### config.mk
export PLATFORM = sky130hd
export DESIGN_NAME = load_store_unit
export DESIGN_NICKNAME = d
export VERILOG_FILES = /design/src/rtl/lsu_pkg.sv /design/src/rtl/load_store_unit_lane_align.sv /design/src/rtl/load_store_unit.sv
export SDC_FILE = /design/constraint.sdc
export NUM_CORES = 1
export LEC_CHECK = 0
export CAP_MARGIN = 5
export CORE_MARGIN = 5
export CORE_UTILIZATION = 50
export CTS_BUF_LIST = sky130_fd_sc_hd__clkbuf_8
export DETAILED_ROUTE_END_ITERATION = 8
export PLACE_DENSITY = 0.92
export SLEW_MARGIN = 20
export SYNTH_ARGS = -nofsm -noshare
export SYNTH_HDL_FRONTEND = slang
export SYNTH_HIERARCHICAL = 1
export SYNTH_SLANG_ARGS = --single-unit
export TNS_END_PERCENT = 100
### constraint.sdc
create_clock -name clk -period 3.55 [get_ports clk]
set_input_delay 1.065 -clock clk [delete_from_list [all_inputs] [get_ports clk]]
set_output_delay 1.065 -clock clk [all_outputs]
set_load 0.03 [all_outputs]
### src/rtl/lsu_pkg.sv
// Shared encodings and request decode helpers for the load/store unit.
package lsu_pkg;

   localparam logic [2:0] OP_B  = 3'b000;
   localparam logic [2:0] OP_H  = 3'b001;
   localparam logic [2:0] OP_W  = 3'b010;
   localparam logic [2:0] OP_BU = 3'b100;
   localparam logic [2:0] OP_HU = 3'b101;

   typedef enum logic [2:0] {
      IDLE,
      LOAD,
      ST_W,
      RMW_RD,
      RMW_WR,
      ERR,
      RESP
   } state_e;

   typedef struct packed {
      logic        store;
      logic [2:0]  op;
      logic [31:0] data;
   } lsu_req_t;

   function automatic logic is_misaligned(input logic [2:0] op, input logic [1:0] addr_lo);
      case (op)
         OP_H, OP_HU: return addr_lo[0];
         OP_W:        return addr_lo != 2'b00;
         default:     return 1'b0;
      endcase
   endfunction

   // BU/HU only make sense as loads; 011 and 11x are unassigned.
   function automatic logic is_illegal(input logic [2:0] op, input logic store);
      case (op)
         OP_B, OP_H, OP_W: return 1'b0;
         OP_BU, OP_HU:     return store;
         default:          return 1'b1;
      endcase
   endfunction

endpackage

### src/rtl/load_store_unit_lane_align.sv
// Combinational lane handling: load extract + sign/zero extend, store lane merge.
module lsu_lane_align
   import lsu_pkg::*;
(
   input  logic [2:0]  op,
   input  logic [1:0]  lane,
   input  logic [31:0] rdata,
   input  logic [31:0] wdata,
   output logic [31:0] load_data,
   output logic [31:0] merged
);

   logic [7:0]  byte_v;
   logic [15:0] half_v;

   always_comb begin
      byte_v    = rdata[{lane, 3'b000} +: 8];
      half_v    = lane[1] ? rdata[31:16] : rdata[15:0];
      load_data = rdata;
      case (op)
         OP_B:    load_data = {{24{byte_v[7]}}, byte_v};
         OP_BU:   load_data = {24'h0, byte_v};
         OP_H:    load_data = {{16{half_v[15]}}, half_v};
         OP_HU:   load_data = {16'h0, half_v};
         default: load_data = rdata;
      endcase

      merged = rdata;
      case (op)
         OP_B: merged[{lane, 3'b000} +: 8] = wdata[7:0];
         OP_H: begin
            if (lane[1]) merged[31:16] = wdata[15:0];
            else         merged[15:0]  = wdata[15:0];
         end
         OP_W:    merged = wdata;
         default: merged = rdata;
      endcase
   end

endmodule

### src/rtl/load_store_unit.sv
// Load/store sequencer in front of a word-only data memory; sub-word stores are RMW.
module load_store_unit
   import lsu_pkg::*;
#(
   parameter int ADDR_W     = 32,
   parameter bit ERR_ON_MIS = 1'b1
) (
   input  logic              clk,
   input  logic              rst_n,
   input  logic              req_valid,
   output logic              req_ready,
   input  logic              req_store,
   input  logic [2:0]        req_op,
   input  logic [ADDR_W-1:0] endereco,
   input  logic [31:0]       writedata,
   output logic              resp_valid,
   output logic [31:0]       resp_loaddata,
   output logic              resp_erro,
   output logic              mem_memwrite,
   output logic [ADDR_W-1:0] mem_endereco,
   output logic [31:0]       mem_writedata,
   input  logic [31:0]       mem_readdata
);

   state_e            state_q, state_d;
   logic [ADDR_W-1:0] addr_q, addr_d;
   lsu_req_t          req_q, req_d;
   logic [31:0]       buf_q, buf_d;
   logic [31:0]       ld_q, ld_d;

   logic [ADDR_W-1:0] acc_addr;
   logic              acc_err;
   logic              wr_en;
   logic [31:0]       align_rdata;
   logic [31:0]       align_load;
   logic [31:0]       align_merged;

   lsu_lane_align u_align (
      .op        (req_q.op),
      .lane      (addr_q[1:0]),
      .rdata     (align_rdata),
      .wdata     (req_q.data),
      .load_data (align_load),
      .merged    (align_merged)
   );

   always_comb begin
      // With errors disabled, misaligned accesses are silently rounded down.
      acc_addr = endereco;
      if (!ERR_ON_MIS) begin
         case (req_op)
            OP_H, OP_HU: acc_addr[0]   = 1'b0;
            OP_W:        acc_addr[1:0] = 2'b00;
            default:     acc_addr      = endereco;
         endcase
      end
      acc_err = is_illegal(req_op, req_store) |
                (ERR_ON_MIS & is_misaligned(req_op, endereco[1:0]));
   end

   always_comb begin
      state_d       = state_q;
      addr_d        = addr_q;
      req_d         = req_q;
      buf_d         = buf_q;
      ld_d          = ld_q;
      req_ready     = 1'b0;
      resp_valid    = 1'b0;
      resp_erro     = 1'b0;
      wr_en         = 1'b0;
      mem_writedata = '0;
      mem_endereco  = {addr_q[ADDR_W-1:2], 2'b00};
      align_rdata   = mem_readdata;
      case (state_q)
         IDLE: begin
            req_ready    = 1'b1;
            mem_endereco = '0;
            if (req_valid) begin
               addr_d = acc_addr;
               req_d  = '{store: req_store, op: req_op, data: writedata};
               if (acc_err) begin
                  ld_d    = '0;
                  state_d = ERR;
               end else if (!req_store)  state_d = LOAD;
               else if (req_op == OP_W)  state_d = ST_W;
               else                      state_d = RMW_RD;
            end
         end
         LOAD: begin
            ld_d    = align_load;
            state_d = RESP;
         end
         ST_W: begin
            wr_en         = 1'b1;
            mem_writedata = req_q.data;
            ld_d          = '0;
            state_d       = RESP;
         end
         RMW_RD: begin
            buf_d   = mem_readdata;
            state_d = RMW_WR;
         end
         RMW_WR: begin
            align_rdata   = buf_q;
            wr_en         = 1'b1;
            mem_writedata = align_merged;
            ld_d          = '0;
            state_d       = RESP;
         end
         ERR: begin
            resp_valid = 1'b1;
            resp_erro  = 1'b1;
            state_d    = IDLE;
         end
         RESP: begin
            resp_valid = 1'b1;
            state_d    = IDLE;
         end
         default: state_d = IDLE;
      endcase
   end

   // Gating by rst_n keeps a write from escaping in the reset cycle itself.
   assign mem_memwrite  = wr_en & rst_n;
   assign resp_loaddata = ld_q;

   always_ff @(posedge clk) begin
      if (!rst_n) begin
         state_q <= IDLE;
         addr_q  <= '0;
         req_q   <= '0;
         buf_q   <= '0;
         ld_q    <= '0;
      end else begin
         state_q <= state_d;
         addr_q  <= addr_d;
         req_q   <= req_d;
         buf_q   <= buf_d;
         ld_q    <= ld_d;
      end
   end

endmodule

==> run summary, run 1 <==
Sequential power share - 33.6%
Total clock sinks - 134
TritonCTS clock tree - built
Worst-Margin Slew - 0.751 ns
DPL Wire Length - 19.2 mm
Clk root buf - clkbuf_8
Average wire per standard cell - 19.5 microns
Top cell by count, worst path - nand2_1
Port bufs - 200
Max cap viols - 0
Cell with the most instances after synthesis - nand2_1
CP Depth - 8
Leak - 4.14 nW
Row count - 44
Synth cell count leaders - nand2_1 (403), dfxtp_1 (134), a21boi_0 (96)
Clk Latency, worst-skew pair - 0.47 ns
Worst setup EP type - output pin
DIE WIDTH - 132 microns
Crit Path Category - flop to output pin
FF+latch count, synth - 134
Fin crit share - 99.9%
Reg2reg end - resp_loaddata[13]
Fillers - 1088
Buf/Inv on CP - 2
CTS Buf Count - 17
Critical path launch point type - flop
Drt first-iter violations - 1202
Switching share of power - 38.1%
Post-synthesis sequential area ratio - 35.9%
Syn Inst Count - 1017
Post-layout net count - 1325
Syn_area_per_cell - 7.35 sq um
Die height - 132 microns
FF-to-FF Start - state_q[2]
CP Cell Sequence - or3b_4 > clkbuf_16 > nand2_1 > nand2_1 > a22oi_1 > o21ai_0 > a22o_1 > buf_4
Status - completed
Final setup viols - 0
Hold path depth - 2
Total chip power - 5.16 mW
Finished Core Util - 73.2%
DRC - 0
DRT Pass-1 Iters - 8
First-pass GRT wire length - 42.5 mm
Vias in the first global route - 7921
Setup TNS - 0 ns
Slowest stage delay, CP - 0.47 ns
Synth-to-layout area growth - 43.0%
Synth async-reset ratio - 0%
Drt total wl - 27.6 mm
Hold EP - resp_loaddata[29]
GR Util All Layers - 29.8%
CP max FO - 8
IO Pins - 203
Die ar. - 17500 sq um
Required @ worst endpoint - 2.48 ns
Hold Vio Cnt, Final - 0
Initial antenna violation count - 1
Max clock buf depth - 2
Main area contributors after synthesis - dfxtp_1 (36%), nand2_1 (20%), a21boi_0 (9.6%), a22o_1 (4.6%), o31ai_1 (3.3%)
Drt via density - 5.90
Final ANT Viol Nets - 0
Cell taking the most area after synthesis - dfxtp_1
Reg2Reg Depth - 10
Combinational share of power - 39.5%
Clock-pin slew on the worst setup and hold paths - 0.08 ns
Post-synth cell types - 54
PD cells - 483 nW/um^2
Tmin final - 3.55 ns
Crit path from - state_q[2]
Hold Crit Start - resp_loaddata[29]
Area of the mapped netlist - 7470 sq um
Fmax - 282 MHz
Maximum VDD drop - 0.369 mV
Clk pwr share - 26.9%
Top cell type's share of synthesized area - 35.9%
Starting density of the core - 51.2%
Largest net degree at the start of global routing - 78
Placer Congestion - 1.02
Delay-heaviest family, CP - simple AND/OR/NAND/NOR gates
Yosys warns - 6
Unrepaired setup endpoints after global routing - true
Number of flops mapped to enable cells by yosys - 0
H-tree depth - 4
Worst min path class - flop to flop
Slew headroom - 49.5%
GRT overflow - 0
R2r setup slk - 0.77 ns
Via Count - 8348
Max Slew Vio Count - 0
Clk_skew - 0.0107 ns
Worst path slowest cell - or3b_4
Share of cells above drive strength 1 - 15.4%
Core Box Area - 14600 sq um
Worst EP arrival - 2.48 ns
Psw - 1.97 mW
Main synth FF type - dfxtp_1
ANT cells - 0
Pint - 3.19 mW
-- layer usage --
layer | up-vias | track usage [%] | routed length [microns]
li1 | 3867 | - | -
met1 | 3847 | 36.7 | 10700
met2 | 524 | 47.9 | 12500
met3 | 108 | 9.81 | 3170
met4 | 2 | 12.8 | 1260
met5 | - | 0 | 13
-- worst max path at each step --
stage          slack [ns]                end
5_1_grt             -0.09  mem_writedata[15]
2_1_floorplan        0.38  mem_writedata[12]
3_5_place_dp        -0.04   mem_writedata[7]
3_3_place_gp        -0.01   mem_writedata[7]
4_1_cts             -0.02  mem_writedata[13]
6_report            0.002  mem_writedata[19]
-- power by group through the flow --
stage / clock [mW] / sequential, mW / combinational [mW]
floorplan: 0 / 1.74 / 1.09
global placement: 0 / 1.75 / 1.83
detailed placement: 0 / 1.76 / 1.85
CTS: 1.40 / 1.73 / 1.90
global route: 1.45 / 1.74 / 2.17
finish: 1.39 / 1.73 / 2.04
-- tightest hold or removal path, delay by kind of cell (launching register included) --
| family | cells | cell delay (ns) |
|---|---|---|
| flops | 1 | 0.31 |
| simple gates | 1 | 0.05 |
| compound gates | 1 | 0.05 |
-- flip-flops by register name (all words and copies together) (netlist names) --
register and flops:
buf_q 32, state_q 3, req_q 35, addr_q 32, resp_loaddata 32
-- final cells by class --
type | instances | area (sq um) | share of cell area, %
multi-input combinational | 783 | 4500 | 42.1
timing repair buffer | 268 | 2780 | 26.0
sequential | 134 | 2700 | 25.2
clock buffer | 18 | 248 | 2.32
tap | 184 | 230 | 2.15
clock inverter | 14 | 175 | 1.64
inverter | 13 | 51.3 | 0.480
-- stage by stage --
stage	area, sq um	std cells	hold WS [ns]	setup WS, ns
2_1_floorplan	7470	1018	0.439	0.383
3_3_place_gp	9860	1368	0.444	-0.00985
3_5_place_dp	9860	1368	0.446	-0.0405
4_1_cts	10400	1407	0.458	-0.0197
5_1_grt	10700	1414	0.477	-0.0865
6_report	10700	1414	0.457	0.00206
-- cell usage in the layout, fill, tap and decap left out, types with 7 or more instances in the layout --
cell               n
a21boi_0          96
a221o_1            8
a222oi_1           9
a22o_1            39
a22oi_1           26
buf_12            18
buf_4             69
buf_6             11
clkbuf_8          18
clkdlybuf4s50_1  162
dfxtp_1          129
inv_1             13
mux2_2             7
nand2_1          390
nand2_2            8
nor2_1             7
nor2b_1           35
o21ai_0           29
o21ai_1           12
o31ai_1           33
-- cells by family (layout without fill, tap and decap cells) --
group / after synthesis / in the layout / synth area share (%)
and+or+nand+nor: 484 / 484 / 27.8
AOI/OAI and AO/OA: 283 / 283 / 28.1
DFF: 134 / 134 / 35.9
buffers and inverters: 101 / 313 / 5.84
muxes: 8 / 8 / 1.36
adders and majority gates: 5 / 5 / 0.837
other: 1 / 2 / 0.0502
xor gates and xnor gates: 1 / 1 / 0.117
-- timing repair --
| item | CTS | global route |
|---|---|---|
| cloned | 1 | 3 |
| gates resized for setup | 21 | 56 |
| endpoints found under the setup margin | 32 | 29 |
| pin swaps | 7 | 28 |
| buffers inserted | 6 | 4 |
| hold buffers | 0 | 0 |
Power figures use the tool's default switching activity.
==> run 2: changes to the inputs <==
--- a/constraint.sdc
+++ b/constraint.sdc
@@ -3,2 +3,2 @@
 set_output_delay 1.065 -clock clk [all_outputs]
-set_load 0.03 [all_outputs]
+set_load 0.01 [all_outputs]
==> run 2 against run 1 <==
  * The flow now finishes with violations (setup timing)
  * Largest cell class unchanged
  * Worst hold slack got worse by 0.0011 ns
  * Critical path type unchanged
  * Sequential cell count unchanged
  * First-iteration DRC count decreased by 11%
  * Clock skew increased by 0.0057 ns
  * Clock power about the same
  * Largest power group unchanged
  * Die area unchanged
  * Sequential power about the same
  * Setup slack got worse by 0.020 ns
  * Cell count increased by 1.1%
  * Combinational power decreased by 9%
  * Global-route usage increased by 0.19 points
==> run summary, run 2 (synthesis results as in run 1) <==
Die ar. - 17500 sq um (unchanged)
Starting density of the core - 51.2% (unchanged)
Clk root buf - clkbuf_8 (unchanged)
Initial antenna violation count - 1 (unchanged)
Maximum VDD drop - 0.353 mV (was 0.369 mV)
Critical path launch point type - flop (unchanged)
Largest register by flop count - req_q (unchanged)
Total clock sinks - 134 (unchanged)
Clock-pin slew on the worst setup and hold paths - 0.08 ns (about the same)
TritonCTS clock tree - built (unchanged)
Fin crit share - 101% (was 99.9%)
Final setup viols - 4 (was 0)
CP max FO - 7 (was 8)
CTS Buf Count - 17 (unchanged)
Most frequent cells in the layout - nand2_1 (394), clkdlybuf4s50_1 (162), dfxtp_1 (129) (was nand2_1 (390), clkdlybuf4s50_1 (162), dfxtp_1 (129))
DRT Pass-1 Iters - 9 (was 8)
Placer Congestion - 0.996 (was 1.02)
First-pass GRT wire length - 42.4 mm (was 42.5 mm)
Final WS setup - -0.0180 ns (was 0.00206 ns)
Vias in the first global route - 8035 (was 7921)
Die height - 132 microns (unchanged)
Slew headroom - 48.8% (was 49.5%)
Largest register FFs - 35 (unchanged)
ANT cells - 0 (unchanged)
Synth-to-layout area growth - 42.1% (was 43.0%)
Largest net degree at the start of global routing - 81 (was 78)
Finished Core Util - 72.8% (was 73.2%)
Drt total wl - 28.2 mm (was 27.6 mm)
Port bufs - 200 (unchanged)
Core Box Area - 14600 sq um (unchanged)
DPL Wire Length - 19.1 mm (was 19.2 mm)
Max Slew Vio Count - 0 (unchanged)
Share of cells above drive strength 1 - 15.7% (was 15.4%)
Clk Latency, worst-skew pair - 0.47 ns (about the same)
PD cells - 465 nW/um^2 (was 483 nW/um^2)
Max cap viols - 0 (unchanged)
Drt via density - 6.00 (was 5.90)
DIE WIDTH - 132 microns (unchanged)
Via Count - 8577 (was 8348)
Hold Buf Count CTS - 0 (unchanged)
GRT overflow - 0 (unchanged)
Hold Vio Cnt, Final - 0 (unchanged)
Crit Path Category - flop to output pin (unchanged)
Unrepaired setup endpoints after global routing - true (unchanged)
Average wire per standard cell - 19.7 microns (was 19.5 microns)
Placed insts - 1379 (was 1368)
Final ANT Viol Nets - 0 (unchanged)
Drt first-iter violations - 1071 (was 1202)
Status - finished with violations (was completed)
Finished Layout Cells - 1429 (was 1414)
Hold Slack - 0.456 ns (was 0.457 ns)
Post-layout net count - 1341 (was 1325)
Worst min path class - flop to flop (unchanged)
Required @ worst endpoint - 2.48 ns (about the same)
H-tree depth - 4 (unchanged)
DRC - 0 (unchanged)
Clk_skew - 0.0164 ns (was 0.0107 ns)
Tmin final - 3.57 ns (was 3.55 ns)
Fmax - 280 MHz (was 282 MHz)
Max clock buf depth - 2 (unchanged)
Worst EP arrival - 2.50 ns (was 2.48 ns)
Leak - 4.20 nW (was 4.14 nW)
GR Util All Layers - 30.0% (was 29.8%)
Worst-Margin Slew - 0.767 ns (was 0.751 ns)
IO Pins - 203 (unchanged)
Violated checks - setup timing
Commonest non-fill, non-tap cell in the layout - nand2_1 (unchanged)
Row count - 44 (unchanged)
Worst setup EP type - output pin (unchanged)
[run 2: cell count changes in the layout (fill, tap and decap cells not counted), sizes merged, moves of 3 or more]
cell           change
clkdlybuf4s15      +3
buf                +5
clkinvlp           -3
clkbuf             +4
dlygate4sd2        +6
[run 2: worst paths after layout]
check | start | end | slack [ns] | cells past startpoint
setup reg to reg | state_q[0] | resp_loaddata[14] | 0.88 | 10
setup / recovery | req_q[33] | mem_writedata[8] | -0.02 | 8
hold / removal | resp_loaddata[26] | resp_loaddata[26] | 0.46 | 2
hold reg to reg | resp_loaddata[26] | resp_loaddata[26] | 0.46 | 2
[run 2: through the flow]
| stage | instance area (sq um) | power, mW | setup TNS, ns | worst slack, ns |
|---|---|---|---|---|
| after global routing | 10600 | 5.14 | -0.537 | -0.0914 |
| after global placement | 9880 | 3.41 | -5.99 | -0.333 |
| after floorplan | 7470 | 2.68 | 0 | 0.514 |
| after CTS | 10400 | 4.83 | -0.160 | -0.0764 |
| after detailed placement | 9880 | 3.43 | -6.38 | -0.321 |
| final | 10600 | 4.94 | -0.0367 | -0.0180 |
[run 2: cell type report]
class                   instances  area (sq um)
multi-input cells             783          4530
clock inverters                12           153
inverters                      13          48.8
repair buffers                284          2700
clock buffers                  19           262
fillers                      1060          3970
well taps                     184           230
flip-flops and latches        134          2700
[run 2: power breakdown]
group	leakage, nW	internal (mW)	switching (mW)	total (mW)
Combinational	2.89	0.828	1.03	1.85
Clock	0.211	0.728	0.629	1.36
Sequential	1.09	1.61	0.117	1.73
Total	4.20	3.17	1.77	4.94
[run 2: worst max-delay path, stage by stage (launching register included)]
cell	delay, ns
dfxtp_4	0.37
buf_12	0.13
or3b_4	0.43
a21o_4	0.25
buf_6	0.12
a222oi_1	0.27
inv_1	0.07
a22o_1	0.25
buf_2	0.14
[run 2: per-layer routing]
| layer | GRT usage [%] | vias to the layer above | wire, microns |
|---|---|---|---|
| met2 | 49.1 | 602 | 12700 |
| li1 | - | 3906 | - |
| met5 | 0 | - | 0 |
| met1 | 35.7 | 3928 | 10200 |
| met3 | 10.1 | 141 | 3630 |
| met4 | 13.7 | 0 | 1580 |
[run 2: repair_timing]
action                                  in CTS  in global routing
buffers inserted                             4                 10
gates resized for setup                    127                 47
gates cloned                                 2                  3
endpoints found under the setup margin      32                 30
pin swaps                                   25                 27
==> run 3: changes to the inputs <==
CTS_CLUSTER_SIZE = 40   (was unset)
==> results of run 3 <==
Same layout as run 2: the final DEF is identical, and so are final timing and power.
